--- config.mk ---
export PLATFORM = sky130hd
export DESIGN_NAME = comp_seq_16
export DESIGN_NICKNAME = d
export VERILOG_FILES = /design/src/rtl/comp_pkg.sv /design/src/rtl/comp_nibble.sv /design/src/rtl/comp_seq_16.sv
export SDC_FILE = /design/constraint.sdc
export NUM_CORES = 1
export LEC_CHECK = 0
export ABC_AREA = 1
export ABC_CLOCK_PERIOD_IN_PS = 3350
export CAP_MARGIN = 10
export CELL_PAD_IN_SITES_DETAIL_PLACEMENT = 1
export CELL_PAD_IN_SITES_GLOBAL_PLACEMENT = 1
export CORE_ASPECT_RATIO = 0.7
export CORE_MARGIN = 2
export CORE_UTILIZATION = 43
export CTS_CLUSTER_DIAMETER = 60
export DETAILED_ROUTE_END_ITERATION = 10
export GPL_TIMING_DRIVEN = 0
export PLACE_DENSITY = 0.83
export SYNTH_ARGS = -nofsm -noshare
export SYNTH_HDL_FRONTEND = slang
export SYNTH_SLANG_ARGS = --single-unit
--- constraint.sdc ---
create_clock -name clk -period 3.35 [get_ports clk]
set_input_delay 0.67 -clock clk [delete_from_list [all_inputs] [get_ports clk]]
set_output_delay 0.67 -clock clk [all_outputs]
set_load 0.005 [all_outputs]
--- src/rtl/comp_pkg.sv ---
// comp_pkg: shared definitions for the iterative magnitude comparator.
//   state_t      - scan FSM states (IDLE, SCAN, DONE)
//   RES_*        - one-hot result encoding {a_less_b, a_greater_b, equal}
//   COMP_WIDTH   - default operand width
//   COMP_DIGIT   - default bits compared per scan cycle
package comp_pkg;

  typedef enum logic [1:0] {
    IDLE,
    SCAN,
    DONE
  } state_t;

  localparam logic [2:0] RES_NONE = 3'b000;
  localparam logic [2:0] RES_LT   = 3'b100;
  localparam logic [2:0] RES_GT   = 3'b010;
  localparam logic [2:0] RES_EQ   = 3'b001;

  localparam int COMP_WIDTH = 16;
  localparam int COMP_DIGIT = 4;

endpackage

--- src/rtl/comp_nibble.sv ---
// comp_nibble: combinational unsigned comparator for one DIGIT-bit digit.
// Ports:
//   i_a, i_b     in  DIGIT  digits of operand A and B
//   a_less_b     out 1      i_a <  i_b
//   a_greater_b  out 1      i_a >  i_b
//   equal        out 1      i_a == i_b
module comp_nibble
  import comp_pkg::*;
#(
  parameter int DIGIT = COMP_DIGIT
) (
  input  logic [DIGIT-1:0] i_a,
  input  logic [DIGIT-1:0] i_b,
  output logic             a_less_b,
  output logic             a_greater_b,
  output logic             equal
);

  always_comb begin
    a_less_b    = (i_a < i_b);
    a_greater_b = (i_a > i_b);
    equal       = (i_a == i_b);
  end

endmodule

--- src/rtl/comp_seq_16.sv ---
// comp_seq_16: iterative magnitude comparator. Scans the captured operands
// one DIGIT-bit digit per cycle from the most significant digit and stops at
// the first differing digit; result is one-hot {a_less_b, a_greater_b, equal}.
// Optional feature macro: COMP_SIGNED_EN (two's-complement operands).
// Ports:
//   clk          in  1      clock, rising edge
//   rst          in  1      asynchronous active-high reset
//   in_valid     in  1      operand pair presented
//   in_ready     out 1      pair can be accepted (IDLE)
//   in1, in2     in  WIDTH  operands A and B
//   out_valid    out 1      result held (DONE)
//   out_ready    in  1      consumer accepts result
//   a_less_b     out 1      A <  B
//   a_greater_b  out 1      A >  B
//   equal        out 1      A == B
module comp_seq_16
  import comp_pkg::*;
#(
  parameter int WIDTH = COMP_WIDTH,
  parameter int DIGIT = COMP_DIGIT
) (
  input  logic             clk,
  input  logic             rst,
  input  logic             in_valid,
  output logic             in_ready,
  input  logic [WIDTH-1:0] in1,
  input  logic [WIDTH-1:0] in2,
  output logic             out_valid,
  input  logic             out_ready,
  output logic             a_less_b,
  output logic             a_greater_b,
  output logic             equal
);

  localparam int NDIG = WIDTH / DIGIT;
  localparam int IDXW = (NDIG > 1) ? $clog2(NDIG) : 1;
  localparam logic [IDXW-1:0] IDX_TOP = IDXW'(NDIG - 1);

  state_t            r_state;
  state_t            w_next;
  logic [WIDTH-1:0]  r_a;
  logic [WIDTH-1:0]  r_b;
  logic [IDXW-1:0]   r_idx;
  logic [2:0]        r_res;

  logic [WIDTH-1:0]  w_cap_a;
  logic [WIDTH-1:0]  w_cap_b;
  logic [DIGIT-1:0]  w_dig_a;
  logic [DIGIT-1:0]  w_dig_b;
  logic              w_lt;
  logic              w_gt;
  logic              w_eq;

`ifdef COMP_SIGNED_EN
  // Flipping the sign bit maps two's-complement order onto unsigned order.
  assign w_cap_a = {~in1[WIDTH-1], in1[WIDTH-2:0]};
  assign w_cap_b = {~in2[WIDTH-1], in2[WIDTH-2:0]};
`else
  assign w_cap_a = in1;
  assign w_cap_b = in2;
`endif

  assign w_dig_a = r_a[r_idx*DIGIT +: DIGIT];
  assign w_dig_b = r_b[r_idx*DIGIT +: DIGIT];

  comp_nibble #(
    .DIGIT(DIGIT)
  ) u_nibble (
    .i_a        (w_dig_a),
    .i_b        (w_dig_b),
    .a_less_b   (w_lt),
    .a_greater_b(w_gt),
    .equal      (w_eq)
  );

  always_ff @(posedge clk or posedge rst) begin
    if (rst) begin
      r_state <= IDLE;
    end else begin
      r_state <= w_next;
    end
  end

  always_comb begin
    w_next = r_state;
    case (r_state)
      IDLE: if (in_valid) w_next = SCAN;
      SCAN: if (!w_eq || (r_idx == '0)) w_next = DONE;
      DONE: if (out_ready) w_next = IDLE;
      default: w_next = IDLE;
    endcase
  end

  // Flags are cleared on the output handshake so they read zero in IDLE.
  always_ff @(posedge clk or posedge rst) begin
    if (rst) begin
      r_a   <= '0;
      r_b   <= '0;
      r_idx <= '0;
      r_res <= RES_NONE;
    end else begin
      case (r_state)
        IDLE: begin
          if (in_valid) begin
            r_a   <= w_cap_a;
            r_b   <= w_cap_b;
            r_idx <= IDX_TOP;
            r_res <= RES_NONE;
          end
        end
        SCAN: begin
          if (w_lt) begin
            r_res <= RES_LT;
          end else if (w_gt) begin
            r_res <= RES_GT;
          end else if (r_idx == '0) begin
            r_res <= RES_EQ;
          end else begin
            r_idx <= r_idx - 1'b1;
          end
        end
        DONE: begin
          if (out_ready) r_res <= RES_NONE;
        end
        default: r_res <= RES_NONE;
      endcase
    end
  end

  assign in_ready    = (r_state == IDLE);
  assign out_valid   = (r_state == DONE);
  assign a_less_b    = r_res[2];
  assign a_greater_b = r_res[1];
  assign equal       = r_res[0];

endmodule

==> metrics.yaml <==
finish:
  area_growth_pct: 28.2
  antenna_cells: 0
  finalInstanceArea_um2: 2600
  fin_nets: 264
  drive_gt1_share_pct: 21.9
worst_setup_path:
  end_kind: "flop"
  required_ns: 3.58
  r2r-end: "r_idx[0]$_DFFE_PP0P_"
  slowest_delay_ns: 0.45
  path_cells: "inv_1 -> clkbuf_1 -> o21ai_0 -> o22ai_1 -> ha_1 -> nand2_1 -> nand2_1 -> nand2_1 -> nand3_1 -> nand2_1 -> nand2_1 -> nand2_1"
  crit_top_cell: "nand2_1"
  r2r_cells: 12
  r2r-start: "r_idx[1]$_DFFE_PP0P_"
  cp-start-kind: "flop"
  cp_top_family: "simple AND/OR/NAND/NOR gates"
  crit_type: "flop to flop"
  path_buf_inv: 2
  arrival_ns: 2.73
  r2r_setup_slack_ns: 0.86
  cp_max_fo: 10
  crit_slowest_cell: "dfrtp_1"
hold_path:
  hold_class: "flop to flop"
  hp-start: "r_res[1]$_DFFE_PP0P_"
  whs_path_depth: 2
  whs_endpoint: "r_res[1]$_DFFE_PP0P_"
clock_network:
  clockBufferDepth: 2
  clkLatencyLatePin_ns: 0.29
  clkTransAtPathRegs_ns: 0.08
  postCtsSetupBuffers: 0
  cts_tree: "yes"
  cts-buffers-inserted: 5
  ctsHtreeMaxLevel: 2
  cts_resized: 0
  cts_root_buf: "clkbuf_8"
  clkSinkCount: 39
  hold_buffers: 0
timing:
  worst_slew_pin_slew_ns: 0.801
  setup_viol: 0
  drv_slew: 0
  fin_skew_ns: 0.0116
  fin_tns_setup_ns: 0
  clock.fmax_mhz: 401
  layout_min_cycle_time_ns: 2.49
  setup_slack_ns: 0.856
  rsz0062_at_grt: "false"
  slew_headroom_pct: 46.5
  hold_viol: 0
  final.period_utilization_pct: 74.5
floorplanning:
  coreArea_um2: 4430
  fp.dieW_um: 86.1
  pin_count: 41
  rows: 20
  fp.dieH_um: 61.5
  start_util_pct: 45.8
  die-area_um2: 5300
detailed_routing:
  vias: 1455
  drtIter0Drc: 66
  totalWireLength_um: 4800
  via_per_inst: 5.22
  ant_nets: 0
  drc: 0
  first_pass_iters: 4
  wl_per_cell_um: 17.2
placement:
  routabilityCongestion: 0.742
  dp_slack_ns: 0.895
  port_buffers: 40
  dp_hpwl_um: 3660
  place_area_um2: 2500
synth:
  syn_nets: 217
  avgSynthCellArea_um2: 11.5
  synthesis.area_um2: 2030
  seq_area_frac_synth_pct: 48.1
  synth_seq_cells: 39
  synthDistinctLibCells: 20
  syn_inst: 176
  yosysWarnings: 0
power_and_ir_drop:
  ir_worst_vdd_mv: 0.324
  power.leakage_nw: 1.25
  power_density_nw_per_um2: 989
global_route:
  grt_pass1_vias: 1569
  grt_max_degree: 40
  grt-ovfl-total: 0
  grt_pass1_wl_um: 8010
  antenna_found_initial: 0
  grt_usage_pct: 20.4
status:
  status: "finished clean"
job:
  maxCapViolations: 0
cell type report:
type                    instances  area (µm²)
repair buffers                 40         400
fillers                       474        1830
clock inverters                 1        7.51
flip-flops and latches         39         976
well taps                      55        68.8
multi-input cells             116         922
inverters                      14        52.6
clock buffers                   7        96.3
plain buffers                   7        80.1
metrics by stage:
| step | power [mW] | hold WS, ns | std cells | util, % |
|---|---|---|---|---|
| final | 2.57 | 0.508 | 279 | 58.8 |
| after global routing | 2.78 | 0.533 | 279 | 58.8 |
| after CTS | 2.60 | 0.515 | 279 | 58.8 |
| after detailed placement | 2.23 | 0.496 | 271 | 56.4 |
| after global placement | 2.13 | 0.490 | 271 | 56.4 |
| after floorplan | 1.84 | 0.476 | 176 | - |
per-layer routing:
layer	vias up	routed length, µm	track usage [%]
met2	39	2160	33.7
met4	0	53	5.22
met5	-	0	0
met3	8	266	5.76
li1	690	-	-
met1	718	2320	27.1
report_power, final:
group | leakage [nW] | internal [mW] | switching (mW)
Sequential | 0.465 | 0.702 | 0.179
Combinational | 0.737 | 0.693 | 0.647
Clock | 0.0505 | 0.187 | 0.166
cells in the mapped netlist, drive strengths merged:
master | number | area, µm²
nor2 | 13 | 63.8
o22ai | 4 | 25.0
mux2 | 32 | 473
o21ai | 9 | 45.0
dfrtp | 39 | 976
nand3 | 10 | 50.1
nand4 | 1 | 6.26
buf | 5 | 72.6
a21oi | 5 | 25.0
a32o | 4 | 40.0
ha | 5 | 62.6
inv | 13 | 48.8
nand2 | 33 | 131
clkbuf | 2 | 7.51
clkinv | 1 | 3.75
registers in the layout (all words and copies together), names as in the netlist:
register	count
r_a	16
r_b	16
r_res	3
r_idx	2
r_state	2
kinds of logic after synthesis:
logic type,count (synthesis),synth area share (%)
flops,39,48.1
fa+ha+maj,5,3.08
compound gates,22,6.65
mux,32,23.3
buf+inv,21,6.53
simple gates,57,12.4
layout by cell type, fill, tap and decap left out:
master | synthesis | layout
a21oi_1 | 5 | 5
a32o_1 | 4 | 4
buf_12 | 3 | 3
buf_2 | 1 | 1
buf_4 | 1 | 1
clkbuf_1 | 2 | 2
clkbuf_8 | 0 | 7
clkdlybuf4s50_1 | 0 | 40
clkinv_1 | 1 | 1
clkinvlp_4 | 0 | 1
dfrtp_1 | 39 | 39
ha_1 | 5 | 5
inv_1 | 13 | 12
inv_2 | 0 | 1
mux2_2 | 2 | 2
mux2_4 | 30 | 30
nand2_1 | 32 | 32
nand2_4 | 1 | 1
nand3_1 | 10 | 10
nand4_1 | 1 | 1
nor2_1 | 11 | 11
nor2_4 | 2 | 2
o21ai_0 | 9 | 9
o22ai_1 | 4 | 4
worst register-to-register path: cells and delay by family (launching register included):
| family | cells | cell delay, ns |
|---|---|---|
| AND/OR/NAND/NOR | 7 | 0.69 |
| flip-flops | 1 | 0.45 |
| adder cells (fa/ha/maj) | 1 | 0.30 |
| AO/OA/AOI/OAI | 2 | 0.44 |
| buffers and inverters | 2 | 0.55 |
worst max-delay path by stage:
| stage | startpoint | end | slack (ns) | cells past startpoint |
|---|---|---|---|---|
| CTS | r_idx[0]$_DFFE_PP0P_ | r_idx[0]$_DFFE_PP0P_ | 0.86 | 13 |
| floorplan | r_idx[0]$_DFFE_PP0P_ | r_idx[0]$_DFFE_PP0P_ | 1.39 | 13 |
| global route | r_idx[0]$_DFFE_PP0P_ | r_idx[0]$_DFFE_PP0P_ | 0.63 | 13 |
| detailed placement | r_idx[0]$_DFFE_PP0P_ | r_idx[0]$_DFFE_PP0P_ | 0.90 | 13 |
| finish | r_idx[1]$_DFFE_PP0P_ | r_idx[0]$_DFFE_PP0P_ | 0.86 | 12 |
| global placement | rst | r_state[1]$_DFFE_PP0P_ | 0.95 | 2 |
Power figures use the tool's default switching activity.
